## config.mk

```make
export PLATFORM = sky130hd
export DESIGN_NAME = ram_1p_dma_flat
export DESIGN_NICKNAME = d
export VERILOG_FILES = /design/src/rtl/ram_1p_dma_if.sv /design/src/rtl/ram_1p_dma.sv /design/src/flat_wrapper.sv
export SDC_FILE = /design/constraint.sdc
export NUM_CORES = 1
export LEC_CHECK = 0
export CORE_MARGIN = 4
export CORE_UTILIZATION = 50
export CTS_BUF_LIST = sky130_fd_sc_hd__clkbuf_8 sky130_fd_sc_hd__clkbuf_16
export CTS_CLUSTER_DIAMETER = 40
export CTS_CLUSTER_SIZE = 40
export DETAILED_ROUTE_END_ITERATION = 12
export MAX_ROUTING_LAYER = met4
export PLACE_DENSITY = 0.77
export SLEW_MARGIN = 5
export SYNTH_ARGS = -nofsm -noshare
export SYNTH_HDL_FRONTEND = slang
export SYNTH_SLANG_ARGS = --single-unit
```

## constraint.sdc

```tcl
create_clock -name clk_i -period 4.3 [get_ports clk_i]
set_input_delay 1.075 -clock clk_i [delete_from_list [all_inputs] [get_ports clk_i]]
set_output_delay 1.075 -clock clk_i [all_outputs]
set_load 0.01 [all_outputs]
```

## src/rtl/ram_1p_dma_if.sv

```systemverilog
// ============================================================================
// Module   : ram_1p_dma_if
// Purpose  : Single-port 32-bit RAM request bus (req/we/be/addr/wdata, rvalid/rdata).
// Revision : 1.0 - initial release
// ============================================================================
`default_nettype none

interface ram_1p_dma_if;
  logic        req;
  logic        we;
  logic [3:0]  be;
  logic [31:0] addr;
  logic [31:0] wdata;
  logic        rvalid;
  logic [31:0] rdata;

  modport master (
    output req, we, be, addr, wdata,
    input  rvalid, rdata
  );

  modport slave (
    input  req, we, be, addr, wdata,
    output rvalid, rdata
  );
endinterface

`default_nettype wire

```

## src/rtl/ram_1p_dma.sv

```systemverilog
// ============================================================================
// Module   : ram_1p_dma
// Purpose  : Word-granular block copy / block fill engine driving a 1-port RAM.
//            Optional running checksum of written data: RAM_1P_DMA_CHECKSUM_EN.
// Revision : 1.0 - initial release
// ============================================================================
`default_nettype none

module ram_1p_dma #(
  parameter int unsigned LenWidth = 16
) (
  input  logic                clk_i,
  input  logic                rst_ni,
  input  logic                start_i,
  input  logic                mode_i,
  input  logic [31:0]         src_addr_i,
  input  logic [31:0]         dst_addr_i,
  input  logic [LenWidth-1:0] len_i,
  input  logic [31:0]         fill_data_i,
  output logic                busy_o,
  output logic                done_o,
`ifdef RAM_1P_DMA_CHECKSUM_EN
  output logic [31:0]         checksum_o,
`endif
  ram_1p_dma_if.master        mem
);

  typedef enum logic [2:0] {
    S_IDLE = 3'd0,
    S_RD   = 3'd1,
    S_WAIT = 3'd2,
    S_WR   = 3'd3,
    S_DONE = 3'd4
  } state_e;

  state_e              state_q, state_d;
  logic                mode_q, mode_d;
  logic [29:0]         src_q, src_d;
  logic [29:0]         dst_q, dst_d;
  logic [LenWidth-1:0] cnt_q, cnt_d;
  logic [31:0]         fill_q, fill_d;
  logic [31:0]         wdata_q, wdata_d;
  logic [29:0]         addr_q, addr_d;
  logic                req_q, req_d;
  logic                we_q, we_d;
  logic                busy_q, busy_d;
  logic                done_q, done_d;
  logic                start_acc;

  // Byte-offset bits of the command addresses carry no meaning for word transfers.
  logic unused_addr_lsbs;
  assign unused_addr_lsbs = ^{src_addr_i[1:0], dst_addr_i[1:0]};

  assign start_acc = (state_q == S_IDLE) && start_i;

  always_comb begin
    state_d = state_q;
    mode_d  = mode_q;
    src_d   = src_q;
    dst_d   = dst_q;
    cnt_d   = cnt_q;
    fill_d  = fill_q;
    wdata_d = wdata_q;

    unique case (state_q)
      S_IDLE: begin
        if (start_i) begin
          mode_d = mode_i;
          src_d  = src_addr_i[31:2];
          dst_d  = dst_addr_i[31:2];
          cnt_d  = len_i;
          fill_d = fill_data_i;
          if (len_i == '0) begin
            state_d = S_DONE;
          end else if (mode_i) begin
            state_d = S_WR;
          end else begin
            state_d = S_RD;
          end
        end
      end
      S_RD: begin
        state_d = S_WAIT;
      end
      S_WAIT: begin
        if (mem.rvalid) begin
          wdata_d = mem.rdata;
          state_d = S_WR;
        end
      end
      S_WR: begin
        cnt_d = cnt_q - LenWidth'(1);
        dst_d = dst_q + 30'd1;
        if (!mode_q) begin
          src_d = src_q + 30'd1;
        end
        if (cnt_q == LenWidth'(1)) begin
          state_d = S_DONE;
        end else if (mode_q) begin
          state_d = S_WR;
        end else begin
          state_d = S_RD;
        end
      end
      S_DONE: begin
        state_d = S_IDLE;
      end
      default: begin
        state_d = S_IDLE;
      end
    endcase

    // Memory-side outputs are registered, so they are derived from the state being entered.
    if ((state_d == S_WR) && mode_d) begin
      wdata_d = fill_d;
    end

    addr_d = addr_q;
    if (state_d == S_RD) begin
      addr_d = src_d;
    end else if (state_d == S_WR) begin
      addr_d = dst_d;
    end

    req_d  = (state_d == S_RD) || (state_d == S_WR);
    we_d   = (state_d == S_WR);
    busy_d = (state_d == S_RD) || (state_d == S_WAIT) || (state_d == S_WR);
    done_d = (state_d == S_DONE);
  end

  always_ff @(posedge clk_i or negedge rst_ni) begin
    if (!rst_ni) begin
      state_q <= S_IDLE;
      mode_q  <= 1'b0;
      src_q   <= '0;
      dst_q   <= '0;
      cnt_q   <= '0;
      fill_q  <= '0;
      wdata_q <= '0;
      addr_q  <= '0;
      req_q   <= 1'b0;
      we_q    <= 1'b0;
      busy_q  <= 1'b0;
      done_q  <= 1'b0;
    end else begin
      state_q <= state_d;
      mode_q  <= mode_d;
      src_q   <= src_d;
      dst_q   <= dst_d;
      cnt_q   <= cnt_d;
      fill_q  <= fill_d;
      wdata_q <= wdata_d;
      addr_q  <= addr_d;
      req_q   <= req_d;
      we_q    <= we_d;
      busy_q  <= busy_d;
      done_q  <= done_d;
    end
  end

`ifdef RAM_1P_DMA_CHECKSUM_EN
  logic [31:0] checksum_q;

  // Folds in exactly the word presented on the bus during each write cycle.
  always_ff @(posedge clk_i or negedge rst_ni) begin
    if (!rst_ni) begin
      checksum_q <= '0;
    end else if (start_acc) begin
      checksum_q <= '0;
    end else if (state_q == S_WR) begin
      checksum_q <= {checksum_q[30:0], checksum_q[31]} ^ wdata_q;
    end
  end

  assign checksum_o = checksum_q;
`else
  logic unused_start_acc;
  assign unused_start_acc = start_acc;
`endif

  assign busy_o    = busy_q;
  assign done_o    = done_q;
  assign mem.req   = req_q;
  assign mem.we    = we_q;
  assign mem.be    = 4'hF;
  assign mem.addr  = {addr_q, 2'b00};
  assign mem.wdata = wdata_q;

endmodule

`default_nettype wire

```

## src/flat_wrapper.sv

```systemverilog
// flat-port wrapper written by rule: the top's interface ports become plain ports
module ram_1p_dma_flat 
#(
  parameter int unsigned LenWidth = 16
)
  (clk_i, rst_ni, start_i, mode_i, src_addr_i, dst_addr_i, len_i, fill_data_i, busy_o, done_o, mem_req, mem_we, mem_be, mem_addr, mem_wdata, mem_rvalid, mem_rdata);
  ram_1p_dma_if mem_i ();
  input  logic clk_i;
  input  logic rst_ni;
  input  logic start_i;
  input  logic mode_i;
  input  logic [31:0] src_addr_i;
  input  logic [31:0] dst_addr_i;
  input  logic [LenWidth-1:0] len_i;
  input  logic [31:0] fill_data_i;
  output logic busy_o;
  output logic done_o;
  output wire logic [$bits(mem_i.req)-1:0] mem_req;
  output wire logic [$bits(mem_i.we)-1:0] mem_we;
  output wire logic [$bits(mem_i.be)-1:0] mem_be;
  output wire logic [$bits(mem_i.addr)-1:0] mem_addr;
  output wire logic [$bits(mem_i.wdata)-1:0] mem_wdata;
  input wire logic [$bits(mem_i.rvalid)-1:0] mem_rvalid;
  input wire logic [$bits(mem_i.rdata)-1:0] mem_rdata;
  assign mem_req = mem_i.req;
  assign mem_we = mem_i.we;
  assign mem_be = mem_i.be;
  assign mem_addr = mem_i.addr;
  assign mem_wdata = mem_i.wdata;
  assign mem_i.rvalid = mem_rvalid;
  assign mem_i.rdata = mem_rdata;
  ram_1p_dma #(.LenWidth(LenWidth)) u_core (.clk_i(clk_i), .rst_ni(rst_ni), .start_i(start_i), .mode_i(mode_i), .src_addr_i(src_addr_i), .dst_addr_i(dst_addr_i), .len_i(len_i), .fill_data_i(fill_data_i), .busy_o(busy_o), .done_o(done_o), .mem(mem_i));
endmodule
```

==> results of run 1 <==
-- Yosys cell counts (16+ instances only) --
| master | number | share of area [%] |
|---|---|---|
| inv_1 | 45 | 1.8 |
| a221oi_1 | 17 | 1.6 |
| nand4_1 | 20 | 1.3 |
| o21ai_0 | 27 | 1.4 |
| a221o_1 | 18 | 1.9 |
| nor3_1 | 16 | 0.84 |
| nand2_1 | 198 | 7.8 |
| a221oi_2 | 31 | 4.9 |
| dfrtp_1 | 178 | 46 |
| nand3_1 | 36 | 1.9 |
| o211ai_1 | 19 | 1.5 |
| buf_2 | 19 | 0.99 |
| clkbuf_1 | 32 | 1.3 |
| and3_1 | 18 | 1.2 |
| nor2_1 | 107 | 4.2 |
| and2_1 | 40 | 2.6 |
-- where the power goes --
group          switching, mW  total (mW)  internal, mW
registers              0.702        3.22          2.52
clock network          0.686        1.51         0.829
logic                   2.69        4.78          2.09
total                   4.08        9.52          5.44
-- critical path, stage by stage --
cell and delay (ns):
clkdlybuf4s50_1 0.42, nor4_1 0.36, nand4_1 0.37, a221oi_4 0.65, a31oi_4 0.04, and2_2 0.51
a221oi_1 0.41
-- through the flow --
| step | std cells | hold slack, ns | total power, mW | instance area [sq um] | worst slack [ns] |
|---|---|---|---|---|---|
| detailed placement | 1437 | 0.488 | 7.97 | 11800 | 0.316 |
| finish | 1470 | 0.500 | 9.52 | 12400 | 0.747 |
| CTS | 1468 | 0.501 | 9.50 | 12400 | 0.756 |
| global placement | 1437 | 0.484 | 7.81 | 11800 | 0.374 |
| floorplan | 1046 | 0.483 | 6.20 | 9590 | 1.51 |
| global route | 1470 | 0.529 | 10.2 | 12400 | 0.595 |
-- worst max-delay path by stage --
stage / start / endpoint / cells after the start
final: len_i[2] / u_core.mem.wdata[0] / 7
after global routing: len_i[2] / u_core.mem.wdata[31] / 7
after CTS: len_i[2] / u_core.mem.wdata[31] / 7
after detailed placement: len_i[2] / u_core.mem.wdata[0] / 7
after global placement: len_i[2] / u_core.mem.wdata[31] / 7
after floorplan: len_i[2] / u_core.mem.wdata[10] / 8
-- registers in the layout (all words and copies together) (netlist names), 3 cells and up --
signal and count:
u_core.fill_q 32, u_core.state_q 3, u_core.src_q 30, u_core.addr_q 30, u_core.dst_q 30, u_core.mem.wdata 32, u_core.cnt_q 16
-- layout make-up --
cell class                 count  area share (%)
antenna                        2          0.0405
clock buffer                  19            3.66
clock inverter                12           0.890
inverter                      47            1.43
multi-input combinational    746            37.2
sequential                   178            36.0
tap                          234            2.37
timing repair buffer         232            18.4
-- kinds of logic (layout without fill, tap and decap cells) --
kind of cell	after synthesis	count (layout)
mux	5	5
fa+ha+maj	4	4
flops	178	178
simple gates	510	510
compound gates	221	221
other cells	2	8
buf+inv	122	310
-- routing by layer --
| metal | track usage (%) | part of all wire [%] |
|---|---|---|
| met3 | 7.17 | 8.8 |
| met2 | 43.5 | 47 |
| met1 | 35.2 | 41 |
| met5 | - | 0 |
| met4 | 9.08 | 2.6 |
==> out/metrics.yaml, run 1 <==
synth.avg_cell_area_sq_um: 9.19
post-route-drc-count: 0
root_buffer: "clkbuf_16"
finClkSkew_ns: 0.0104
setup-violations-final: 0
reg2reg_from: "u_core.cnt_q[1]"
fmax_mhz: 281
arrival_ns: 3.87
hold_path_class: "reg2reg"
nets: 1375
drive_above_1_share_pct: 9.56
htreeDepth: 4
start_util_pct: 51.0
die_h_um: 146
netlist_instances: 1042
rrSetupSlack_ns: 1.41
ys_types: 76
multiInputGateArea_sq_mm: 0.00460
hold_path_depth: 2
min_to: "u_core.addr_q[25]"
vias_per_cell: 6.08
synth_compound_area_share_pct: 20.2
drt-total-wl_mm: 29.1
syn_area_sq_mm: 0.00958
rsz0062_at_grt: "no"
slew_viol_final: 0
rows: 50
grt_use_total_pct: 27.7
antenna_found_initial: 2
synth_fa_ha_area_share_pct: 0.522
grt_pass1_vias: 8897
register_area_sq_mm: 0.00445
p_leak_nw: 5.22
grt_first_pass_wirelength_mm: 46.6
final_common_cell: "clkdlybuf4s50_1"
wl_per_cell_um: 19.8
max-cap-violations: 0
maxSlewHeadroom_pct: 31.8
synth_edf_count: 0
path_clk_slew_ns: 0.07
cts-resized-gates: 0
drt_pre_antenna_iters: 7
finalSetupTns_ns: 0
worst_pin_slew_ns: 1.02
async_flop_share_pct: 100
ys_warn_count: 0
worstSetupPathType: "in2reg"
synth_top_family_by_area: "simple AND/OR/NAND/NOR gates"
num_vias: 8935
crit_path_start_kind: "primary input"
die_area_sq_mm: 0.0214
period_needed_ns: 3.55
p_per_area_mw_per_mm2: 769
peakVddDrop_mv: 0.462
portBuffers: 210
end_kind: "flip-flop"
final_cell_mix: "clkdlybuf4s50_1, nand2_1, dfrtp_1"
worstSkewPairLatency_ns: 0.43
reg2reg_depth: 9
post_cts_buffers: 0
finalCritPeriodShare_pct: 82.6
worstPathRequired_ns: 4.62
cp_max_fo: 32
nFillCells: 1536
grt_overflow: 0
cts_made_buffers: 17
antenna_left: 0
min-delay-start: "u_core.addr_q[25]"
io_pins: 221
coreArea_sq_mm: 0.0188
ys_ff_latch: 178
finalWeightedCongestion: 0.941
die_w_um: 146
syn_to_final_growth_pct: 29.2
r2r-end: "u_core.mem.wdata[0]"
cts.sink_count: 178
ctsHoldBuffers: 0
finalHoldViolCount: 0
clock_path_buffers: 2
utilization_pct: 65.9
first_iter_violations: 707
synth_mux_area_share_pct: 0.522
seq_area_frac_synth_pct: 46.5
yosys.area_share.simple_pct: 26.4
hpwl_mm: 20.2
ys.flop_type: "dfrtp_1"
cts_tree: "done"
status: "complete, no violations"
grt_start_max_net_pins: 88
synthXorXnorAreaFrac_pct: 0
(Power assumes the default switching activity.)
==> run 2: changes to the inputs <==
==> constraint.sdc (replaced) <==
create_clock -name clk_i -period 3.59 [get_ports clk_i]
set_input_delay 0.8975 -clock clk_i [delete_from_list [all_inputs] [get_ports clk_i]]
set_output_delay 0.8975 -clock clk_i [all_outputs]
set_load 0.01 [all_outputs]
==> out/metrics.yaml, run 2 (synthesized netlist as in run 1, its figures left out) <==
status: "complete, no violations"
root_buffer: "clkbuf_16"
antenna_found_initial: 3
worst_pin_slew_ns: 0.702
rsz0062_at_grt: "no"
cp_max_fo: 9
met1_usage_pct: 35.7
pwr-share-comb_pct: 50.5
worstSkewPairLatency_ns: 0.43
p_leak_nw: 5.28
grt_first_pass_wirelength_mm: 46.4
finClkSkew_ns: 0.00913
place_inst: 1442
maxSlewHeadroom_pct: 52.6
path_clk_slew_ns: 0.07
crit_slowest_cell: "or4b_2"
drt_pre_antenna_iters: 5
setup-violations-final: 0
cts_made_buffers: 17
final_common_cell: "clkdlybuf4s50_1"
reg2reg_depth: 6
period_needed_ns: 3.17
drt-total-wl_mm: 29.0
p_per_area_mw_per_mm2: 925
p_seq_share_pct: 33.4
drive_above_1_share_pct: 10.1
worstPathRequired_ns: 3.91
post_cts_buffers: 0
fin_cells: 1477
grt_use_total_pct: 27.7
htreeDepth: 4
switching_share_pct: 42.4
die_h_um: 146
end_kind: "flip-flop"
grt_busiest_layer: "met2"
p_switching_mw: 4.91
finalCritPeriodShare_pct: 88.3
nets: 1380
first_iter_violations: 746
rrSetupSlack_ns: 0.85
arrival_ns: 3.48
finalWeightedCongestion: 0.907
p_clk_share_pct: 16.1
grt_start_max_net_pins: 75
critical-path-max-stage-delay_ns: 0.66
placedInstanceArea_sq_mm: 0.0119
path_cells: "clkdlybuf4s50_1 > or4b_2 > nand2_1 > o21ai_0 > a221o_1 > a221oi_1 > nor2_1"
io_pins: 221
coreArea_sq_mm: 0.0188
grt_pass1_vias: 8793
hold_path_class: "in2async"
num_vias: 8909
ctsHoldBuffers: 0
worstSetupPathType: "in2reg"
internal_power_mw: 6.66
place_ws_ns: 0.0214
die_w_um: 146
cts-resized-gates: 0
crit_buf_inv: 1
finalSetupTns_ns: 0
rows: 50
wl_per_cell_um: 19.6
vias_per_cell: 6.03
timing.final.ws_setup_ns: 0.421
slew_viol_final: 0
max-cap-violations: 0
path_delay_family: "simple AND/OR/NAND/NOR gates"
nFillCells: 1525
die_area_sq_mm: 0.0214
p_total_mw: 11.6
post-route-drc-count: 0
portBuffers: 210
use_met3_pct: 7.36
use_met2_pct: 42.8
peakVddDrop_mv: 0.610
reg2reg_from: "u_core.state_q[2]"
finalHoldViolCount: 0
fmax_mhz: 316
grt_overflow: 0
cts_tree: "done"
design_area_sq_mm: 0.0125
crit_path_start_kind: "primary input"
syn_to_final_growth_pct: 30.7
r2r-end: "u_core.addr_q[2]"
hpwl_mm: 20.2
final_cell_mix: "clkdlybuf4s50_1, nand2_1, dfrtp_1"
clock_path_buffers: 2
cts.sink_count: 178
antenna_left: 0
start_util_pct: 51.0
## run 2: cell types whose count changed in the layout (fill, tap and decap cells not counted), moves of 2 or more
cell,delta
clkbuf_8,-2
inv_6,+2
buf_12,+7
buf_4,-2
clkinv_4,-2
clkinvlp_4,+2
## run 2: worst register-to-register path: stages (launching register included)
cell	delay [ns]
dfrtp_1	0.47
or4b_2	0.76
nand2_1	0.46
o21ai_0	0.21
a221o_1	0.37
a221oi_1	0.30
nor2_1	0.06
## run 2: worst max path at each step
stage / slack [ns] / cells past startpoint / endpoint / from
after global placement: 0.11 / 7 / u_core.addr_q[2] / start_i
after detailed placement: 0.02 / 7 / u_core.addr_q[2] / start_i
after CTS: 0.47 / 7 / u_core.addr_q[2] / start_i
after floorplan: 0.98 / 8 / u_core.mem.wdata[10] / len_i[2]
after global routing: 0.35 / 7 / u_core.addr_q[5] / start_i
final: 0.42 / 7 / u_core.addr_q[2] / start_i
## run 2: layer usage
layer  part of all wire, %  routed length, um
met5                     0                  0
met4                   2.5                721
met3                   8.4               2440
met2                    47              13700
met1                    42              12100
## run 2: area by class of cell
class | instances | area [sq um] | share of cell area, %
antenna | 3 | 7.51 | 0.0600
clock inverter | 15 | 156 | 1.25
inverter | 47 | 176 | 1.41
timing repair buffer | 237 | 2410 | 19.2
sequential | 178 | 4450 | 35.6
tap | 234 | 293 | 2.34
clock buffer | 17 | 425 | 3.40
multi-input combinational | 746 | 4600 | 36.7
## run 2: power groups by stage
stage / sequential, mW / clock, mW / combinational, mW
final: 3.87 / 1.87 / 5.84
after global routing: 3.99 / 1.98 / 6.40
after CTS: 3.84 / 1.90 / 5.85
after detailed placement: 3.84 / 0 / 5.85
after global placement: 3.83 / 0 / 5.66
after floorplan: 3.80 / 0 / 3.63
## run 2: per-stage QoR
step | utilization, % | hold WS (ns)
floorplan | - | 0.483
global placement | 63.6 | 0.482
detailed placement | 63.6 | 0.489
CTS | 66.7 | 0.500
global route | 66.7 | 0.524
finish | 66.7 | 0.485
==> run 3: changes to the inputs <==
--- a/config.mk
+++ b/config.mk
@@ -11,8 +11,10 @@
 export CTS_CLUSTER_DIAMETER = 40
 export CTS_CLUSTER_SIZE = 40
 export DETAILED_ROUTE_END_ITERATION = 12
+export DONT_BUFFER_PORTS = 1
 export MAX_ROUTING_LAYER = met4
-export PLACE_DENSITY = 0.77
+export PLACE_DENSITY = 0.62
+export SKIP_LAST_GASP = 1
 export SLEW_MARGIN = 5
 export SYNTH_ARGS = -nofsm -noshare
 export SYNTH_HDL_FRONTEND = slang
==> constraint.sdc (replaced) <==
create_clock -name clk_i -period 3.5 [get_ports clk_i]
set_input_delay 0.875 -clock clk_i [delete_from_list [all_inputs] [get_ports clk_i]]
set_output_delay 0.875 -clock clk_i [all_outputs]
set_load 0.01 [all_outputs]
==> out/metrics.yaml, run 3 (synthesized netlist as in run 1, its figures left out) <==
hold_path_class: "in2async"
worstSetupPathType: "reg2reg"
peakVddDrop_mv: 0.489
syn_to_final_growth_pct: 7.72
end_kind: "flip-flop"
worstSkewPairLatency_ns: 0.44
finalWeightedCongestion: 0.859
p_seq_share_pct: 39.0
fmax_mhz: 357
drive_above_1_share_pct: 12.1
num_vias: 7948
status: "complete, no violations"
grt_pass1_vias: 7874
wl_per_cell_um: 21.5
cts_tree: "done"
coreArea_sq_mm: 0.0188
ctsHoldBuffers: 0
io_pins: 221
finClkSkew_ns: 0.0132
maxSlewHeadroom_pct: 32.4
grt_use_total_pct: 26.2
portBuffers: 0
finalSetupTns_ns: 0
p_leak_nw: 4.43
die_h_um: 146
cts_made_buffers: 17
grt_start_max_net_pins: 179
internal_power_mw: 5.93
nFillCells: 1736
grt_first_pass_wirelength_mm: 43.5
nets: 1169
start_util_pct: 51.0
cts.sink_count: 178
antenna_found_initial: 3
finalHoldViolCount: 0
path_clk_slew_ns: 0.07
worst_pin_slew_ns: 1.01
p_clk_share_pct: 17.6
die_w_um: 146
drt_pre_antenna_iters: 6
worstPathRequired_ns: 3.78
die_area_sq_mm: 0.0214
arrival_ns: 3.09
final_cell_mix: "nand2_1, dfrtp_1, nor2_1"
final_common_cell: "nand2_1"
pwr-share-comb_pct: 43.4
finalCritPeriodShare_pct: 80.1
cp_max_fo: 32
timing.final.ws_setup_ns: 0.697
max-cap-violations: 0
root_buffer: "clkbuf_16"
antenna_left: 0
cts-resized-gates: 0
rows: 50
grt_overflow: 0
setup-violations-final: 0
p_switching_mw: 4.83
post-route-drc-count: 0
rsz0062_at_grt: "no"
htreeDepth: 4
p_per_area_mw_per_mm2: 1040
period_needed_ns: 2.80
hpwl_mm: 18.6
first_iter_violations: 560
vias_per_cell: 6.28
clock_path_buffers: 2
drt-total-wl_mm: 27.2
switching_share_pct: 44.9
crit_path_start_kind: "flip-flop"
post_cts_buffers: 0
slew_viol_final: 0
place_ws_ns: 0.389
run 3: cell types whose count changed in the layout (fill, tap and decap cells not counted), moves of 2 or more:
| cell | delta |
|---|---|
| clkinvlp_4 | -4 |
| inv_8 | +3 |
| clkdlybuf4s50_1 | -209 |
| buf_4 | +6 |
| clkinv_8 | +2 |
| clkinv_4 | +3 |
| bufinv_16 | -2 |
| buf_12 | -7 |
run 3: per-stage QoR:
stage                     util [%]  cell area [sq um]  cells  hold WS (ns)  total power [mW]
final                         55.0              10300   1266         0.127              10.8
after global routing          55.0              10300   1266         0.105              11.6
after CTS                     54.9              10300   1263         0.115              10.8
after detailed placement      51.8               9730   1231         0.520              8.87
after global placement        51.8               9730   1231         0.508              8.80
after floorplan                  -               9590   1046         0.483              7.61
run 3: metal layers:
layer | global-route usage [%] | up-vias | routed length (um) | part of all wire (%)
li1 | - | 3712 | - | -
met2 | 39.4 | 276 | 12600 | 46
met1 | 35.8 | 3910 | 12100 | 44
met5 | - | - | 0 | 0
met3 | 6.18 | 50 | 1940 | 7.1
met4 | 7.34 | 0 | 618 | 2.3
run 3: worst paths after layout:
kind	start	end	slack [ns]	depth (start not counted)
hold reg to reg	u_core.cnt_q[14]	u_core.cnt_q[14]	0.54	2
min in group clk_i	u_core.cnt_q[14]	u_core.cnt_q[14]	0.54	2
setup / recovery	u_core.state_q[1]	u_core.mem.wdata[0]	0.70	6
setup reg to reg	u_core.state_q[1]	u_core.mem.wdata[0]	0.70	6
hold / removal	rst_ni	u_core.cnt_q[4]	0.13	0
max in group asynchronous	rst_ni	u_core.addr_q[3]	2.96	0
run 3: cell type report:
type                            instances  area (sq um)  area share [%]
Sequential cell                       178          4450            43.2
Multi-Input combinational cell        746          4600            44.6
Inverter                               47           176            1.71
Clock inverter                         14           141            1.37
Tap cell                              234           293            2.84
Timing Repair Buffer                   26           208            2.01
Clock buffer                           18           439            4.26
Antenna cell                            3          7.51          0.0728
run 3: critical path: stages (launching register included):
cell and delay (ns):
dfrtp_1 0.55, and3b_1 0.62, nand3_1 0.30, and3_1 0.36, nor3_4 0.18, buf_4 0.46, a221oi_1 0.16
run 3: power by group through the flow:
stage          sequential [mW]  clock [mW]  combinational (mW)
4_1_cts                   4.19        1.93                4.67
3_3_place_gp              4.21           0                4.59
2_1_floorplan             3.89           0                3.72
3_5_place_dp              4.20           0                4.67
5_1_grt                   4.34        2.02                5.25
6_report                  4.20        1.89                4.67
==> RTL change 1 (config.mk and constraints of run 3) <==
Re-encode `state_e` (5 states) as Gray code, 3 bits wide.
--- a/src/rtl/ram_1p_dma.sv
+++ b/src/rtl/ram_1p_dma.sv
@@ -26,11 +26,11 @@
 );
 
   typedef enum logic [2:0] {
-    S_IDLE = 3'd0,
-    S_RD   = 3'd1,
-    S_WAIT = 3'd2,
-    S_WR   = 3'd3,
-    S_DONE = 3'd4
+    S_IDLE = 3'b000,
+    S_RD   = 3'b001,
+    S_WAIT = 3'b011,
+    S_WR   = 3'b010,
+    S_DONE = 3'b110
   } state_e;
 
   state_e              state_q, state_d;
Function: no difference found for any inputs over 4 cycles, from zero or initial values and one cycle with rst_ni low; so few cycles prove little.
==> RTL change 1 against run 3 <==
- sequential cell count is the same
- die area grew 5.6%
- power is 5.8% higher
- routed wire length grew 13%
- cell area rose by 5.3%
- global-route usage increased by 1.8 points
- setup slack got worse by 27 ps
- clock power up 2%
- area after synthesis rose by 6.0%
- sequential share of layout area fell by 2.2 points
- critical path type unchanged
- largest cell class unchanged
==> RTL change 1: results (changes against run 3) <==
Parameter                              Value

Setup path
  Required time at the endpoint of the critical path ... 3800 ps (+20 ps)
  Worst setup slack for register-to-register paths ... 670 ps (-30 ps)
  Slowest cell on the critical path ... dfrtp_1
  Peak per-stage delay on the critical path ... 470 ps (-150 ps)

Route
  Post-detailed-route DRC marker count ... 0 (unchanged)
  Metal3 WL ... 2728 um (+41%)
  Vias/cell ... 6.312 (+0.55%)
  Initial DRC Count ... 674 (+20%)
  Average wire per standard cell ... 21.73 um (+0.99%)
  Final routed wirelength across all metal layers ... 30690 um (+13%)
  Number of detailed-routing iterations run before antenna repair ... 5 (-1)
  Met2 routed wirelength ... 14020 um (+11%)
  Total routed wire length on the met1 layer ... 13450 um (+11%)

Min path
  Type of the worst min-delay path ... in -> async

Clocking
  Number of gates resized after cts ... 0 (unchanged)
  Clock-pin slew on the worst setup and hold paths ... 80 ps
  Number of buffers on the longest clock path ... 2 (unchanged)

Timing
  Worst hold margin ... 124.9 ps (-2.293 ps)
  Post-route clock skew ... 13.55 ps (+0.3121 ps)
  Headroom to the max-slew limit ... 47.15% (+15 points)

Place
  Half-perimeter wire length after placement ... 19980 um (+7.3%)
  Routability congestion estimate from global placement ... 0.9169 (+6.8%)
  Cell total after placement ... 1379 (+12%)

GRT
  Maximum number of pins on one net before global-route repair ... 179 (unchanged)
  Number of antenna violations at the first check in global routing ... 1 (-2)
  Wire length of the first global-routing pass ... 48470 um (+11%)
  Overall global routing resource usage ... 28.04% (+1.8 points)
  Number of global-route vias before repair ... 8644 (+9.8%)

Synthesis
  Leading post-synthesis cells by instance count ... 197 x nand2_1, 178 x dfrtp_1, 115 x a21oi_1
  Number of library cell types mapped by synthesis ... 74 (-2.6%)
  Count of mapped cells out of synthesis ... 1192 (+14%)
  Leading cell types by total area after synthesis ... dfrtp_1 44%, nand2_1 7.3%, a21oi_1 5.7%
  Synthesis Warnings ... 0 (unchanged)
  Sequential area share after synthesis ... 43.88% (-2.6 points)
  Async S/R FF share, synth ... 100.0% (unchanged)

Power and ir drop
  Int Pwr ... 6.050 mW (+2.1%)
  Total leakage power ... 4.455 nW (+0.62%)
  Worst voltage drop across the vdd grid ... 0.5658 mV (+16%)

Cells and area
  Post-layout nets ... 1286 (+10%)
  Fraction of final layout cells sized beyond drive strength 1 ... 7.592% (-4.5 points)

Run status
  Run status ... complete, no violations
## RTL change 1: cell types whose count changed in the layout (fill, tap and decap cells not counted), moves of 11 or more
| cell | delta |
|---|---|
| inv_1 | -28 |
| o21ai_0 | +13 |
| a211oi_1 | +44 |
| and2_1 | -15 |
| a221oi_2 | -31 |
| o211ai_1 | -11 |
| a221o_1 | +16 |
| nor2_1 | -22 |
| a221oi_1 | -15 |
| a21oi_1 | +100 |
| nor3_1 | +47 |
| o22ai_1 | +40 |
| o311ai_0 | -11 |
| mux2i_1 | +27 |
## RTL change 1: worst register-to-register path: stages, from the launching register on
cell	delay, ps
dfrtp_1	470
ha_1	240
nor4b_2	230
nand4b_2	210
o41ai_2	370
and2_1	310
inv_2	150
nor3_4	190
buf_4	370
a211oi_1	160
## RTL change 1: stage by stage
stage	instance area, sq um	total power, mW	util (%)	setup slack [ps]
floorplan	10170	8.019	-	885.4
global placement	10270	9.318	52.08	437.2
detailed placement	10270	9.461	52.08	356.4
CTS	10860	11.41	55.09	613.9
global route	10870	12.27	55.11	380.1
finish	10870	11.39	55.11	670.0
## RTL change 1: worst paths after layout
kind                                       start              endpoint  cells after the start
worst max-delay path             u_core.cnt_q[0]  u_core.mem.wdata[15]                      9
worst min-delay path                      rst_ni      u_core.addr_q[6]                      0
worst max register to register   u_core.cnt_q[0]  u_core.mem.wdata[15]                      9
worst min register to register  u_core.fill_q[4]      u_core.fill_q[4]                      2
max in group asynchronous                 rst_ni      u_core.src_q[20]                      0
min in group clk_i              u_core.fill_q[4]      u_core.fill_q[4]                      2
## RTL change 1: cells by family (layout without fill, tap and decap cells)
| family | Yosys count | in the layout | share of synthesized area [%] |
|---|---|---|---|
| simple gates | 504 | 504 | 24.04 |
| compound gates | 340 | 340 | 22.49 |
| flops | 178 | 178 | 43.88 |
| buf+inv | 129 | 79 | 5.584 |
| mux | 33 | 33 | 3.266 |
| fa+ha+maj | 4 | 4 | 0.4931 |
| other cells | 2 | 7 | 0.07398 |
| xor+xnor | 2 | 2 | 0.1726 |
## RTL change 1: routing by layer
metal	up-vias	global-route usage, %
met5	-	-
li1	4237	-
met4	0	6.770
met3	41	8.158
met2	349	41.67
met1	4286	38.09
## RTL change 1: layout make-up
class | count | area (sq um)
Inverter | 17 | 63.81
Fill cell | 1794 | 8852
Clock inverter | 15 | 168.9
Tap cell | 265 | 331.6
Timing Repair Buffer | 30 | 237.7
Multi-Input combinational cell | 889 | 5180
Antenna cell | 1 | 2.502
Sequential cell | 178 | 4456
Clock buffer | 17 | 425.4
## RTL change 1: power by group through the flow
stage	clock network (mW)	registers (mW)	logic, mW
after floorplan	0	3.90	4.12
final	1.93	4.28	5.17
after detailed placement	0	4.29	5.17
after CTS	1.97	4.27	5.17
after global placement	0	4.28	5.03
after global routing	2.05	4.45	5.78
==> RTL change 2 (flow settings as in run 3) <==
Without the edit above. `LenWidth` is set to 16 in 2 places; all go to 32.
--- a/src/rtl/ram_1p_dma.sv
+++ b/src/rtl/ram_1p_dma.sv
@@ -7,7 +7,7 @@
 `default_nettype none
 
 module ram_1p_dma #(
-  parameter int unsigned LenWidth = 16
+  parameter int unsigned LenWidth = 32
 ) (
   input  logic                clk_i,
   input  logic                rst_ni,
--- a/src/flat_wrapper.sv
+++ b/src/flat_wrapper.sv
@@ -1,7 +1,7 @@
 // flat-port wrapper written by rule: the top's interface ports become plain ports
 module ram_1p_dma_flat 
 #(
-  parameter int unsigned LenWidth = 16
+  parameter int unsigned LenWidth = 32
 )
   (clk_i, rst_ni, start_i, mode_i, src_addr_i, dst_addr_i, len_i, fill_data_i, busy_o, done_o, mem_req, mem_we, mem_be, mem_addr, mem_wdata, mem_rvalid, mem_rdata);
   ram_1p_dma_if mem_i ();
Interface: changed (resized len_i); port bits go from 221 to 237. No check against the original RTL was run, so the function may have changed too.
==> RTL change 2 against run 3 <==
- power rose by 6.9%
- clock skew rose by 1.1 ps
- cell area is 7.3% higher
- hold slack better by 2.0 ps
- routed wire length increased by 8.1%
- area after synthesis grew 6.5%
- sequential cell count grew 16
- setup slack got worse by 450 ps
- critical path type unchanged
- largest cell class is now flip-flops and latches
- largest power group unchanged
==> RTL change 2: results (changes against run 3) <==
Parameter                              Value

Power and ir drop
  Power share of the combinational group ... 44.8% (+1.4 points)
  Total leakage power ... 4.587 nW (+3.6%)
  Int Pwr ... 6.341 mW (+7.0%)
  Worst voltage drop across the vdd grid ... 0.6948 mV (+42%)

Run status
  Run status ... complete, no violations

Cells and area
  Count of inverters other than clock inverters in the layout ... 49 (+4.3%)
  Layout clock buffer count ... 17 (-1)
  Fraction of area in non-clock buffers ... 2.803% (+0.79 points)
  Fillers ... 1768 (+1.8%)
  Number of non-clock buffers ... 38 (+46%)
  Fraction of final layout cells sized beyond drive strength 1 ... 11.68% (-0.37 points)
  Antenna diode count ... 2 (-1)
  Multi-In Gates ... 715 (-4.2%)
  Area taken by flip-flops and latches ... 4855 sq um (+9.0%)

Setup path
  Top fanout value on the critical path ... 23 (-28%)
  Arr. time, crit path ... 3610 ps (+520 ps)
  Worst reg2reg endpoint ... u_core.addr_q[10]
  Launching point of the worst reg2reg path ... u_core.cnt_q[14]
  Slowest cell on the critical path ... or4_1

Synthesis
  Leading post-synthesis cells by instance count ... 194 x dfrtp_1, 83 x nand2_1, 76 x a21oi_1
  Number of library cell types mapped by synthesis ... 61 (-20%)
  Sequential area share after synthesis ... 47.58% (+1.1 points)
  Leading cell types by total area after synthesis ... dfrtp_1 48%, a221oi_2 4.7%, a221o_1 4.1%

Route
  Number of detailed-routing iterations run before antenna repair ... 5 (-1)
  Average wire per standard cell ... 22.76 um (+5.8%)
  Initial DRC Count ... 638 (+14%)
  Vias/cell ... 6.449 (+2.7%)
  Metal3 WL ... 2436 um (+26%)
  Total routed wire length on the met1 layer ... 12940 um (+7.1%)
  Met2 routed wirelength ... 13520 um (+7.2%)

Place
  Pre-CTS setup slack ... 307.2 ps (-81.80 ps)
  Routability congestion estimate from global placement ... 0.8807 (+2.6%)

GRT
  Wire length of the first global-routing pass ... 46190 um (+6.2%)
  Met1 Resource Use GR ... 36.31% (+0.56 points)
  GR Util met3 ... 7.899% (+1.7 points)
  Met2 capacity usage during global routing ... 39.96% (+0.53 points)
  Number of global-route vias before repair ... 8294 (+5.3%)

Timing
  Worst hold margin ... 129.2 ps (+2.013 ps)
  Post-route clock skew ... 14.34 ps (+1.103 ps)
  Headroom to the max-slew limit ... 49.99% (+18 points)

Clocking
  Clock sinks ... 194 (+9.0%)
[RTL change 2: worst max path at each step]
stage | start | end | slack, ps
2_1_floorplan | u_core.cnt_q[14] | u_core.addr_q[13] | 620
3_3_place_gp | u_core.cnt_q[14] | u_core.addr_q[10] | 320
3_5_place_dp | u_core.cnt_q[14] | u_core.addr_q[16] | 310
4_1_cts | u_core.cnt_q[14] | u_core.addr_q[25] | 280
5_1_grt | u_core.cnt_q[14] | u_core.addr_q[25] | 120
6_report | u_core.cnt_q[14] | u_core.addr_q[10] | 250
[RTL change 2: cells by family (layout without fill, tap and decap cells)]
kind of cell,count (synthesis),in the layout,synth area share (%)
simple gates,336,336,16.91
compound gates,307,307,23.52
flops,194,194,47.58
buf+inv,128,118,5.567
mux,42,42,4.145
xor+xnor,20,20,1.717
fa+ha+maj,4,4,0.4905
other cells,2,8,0.07360
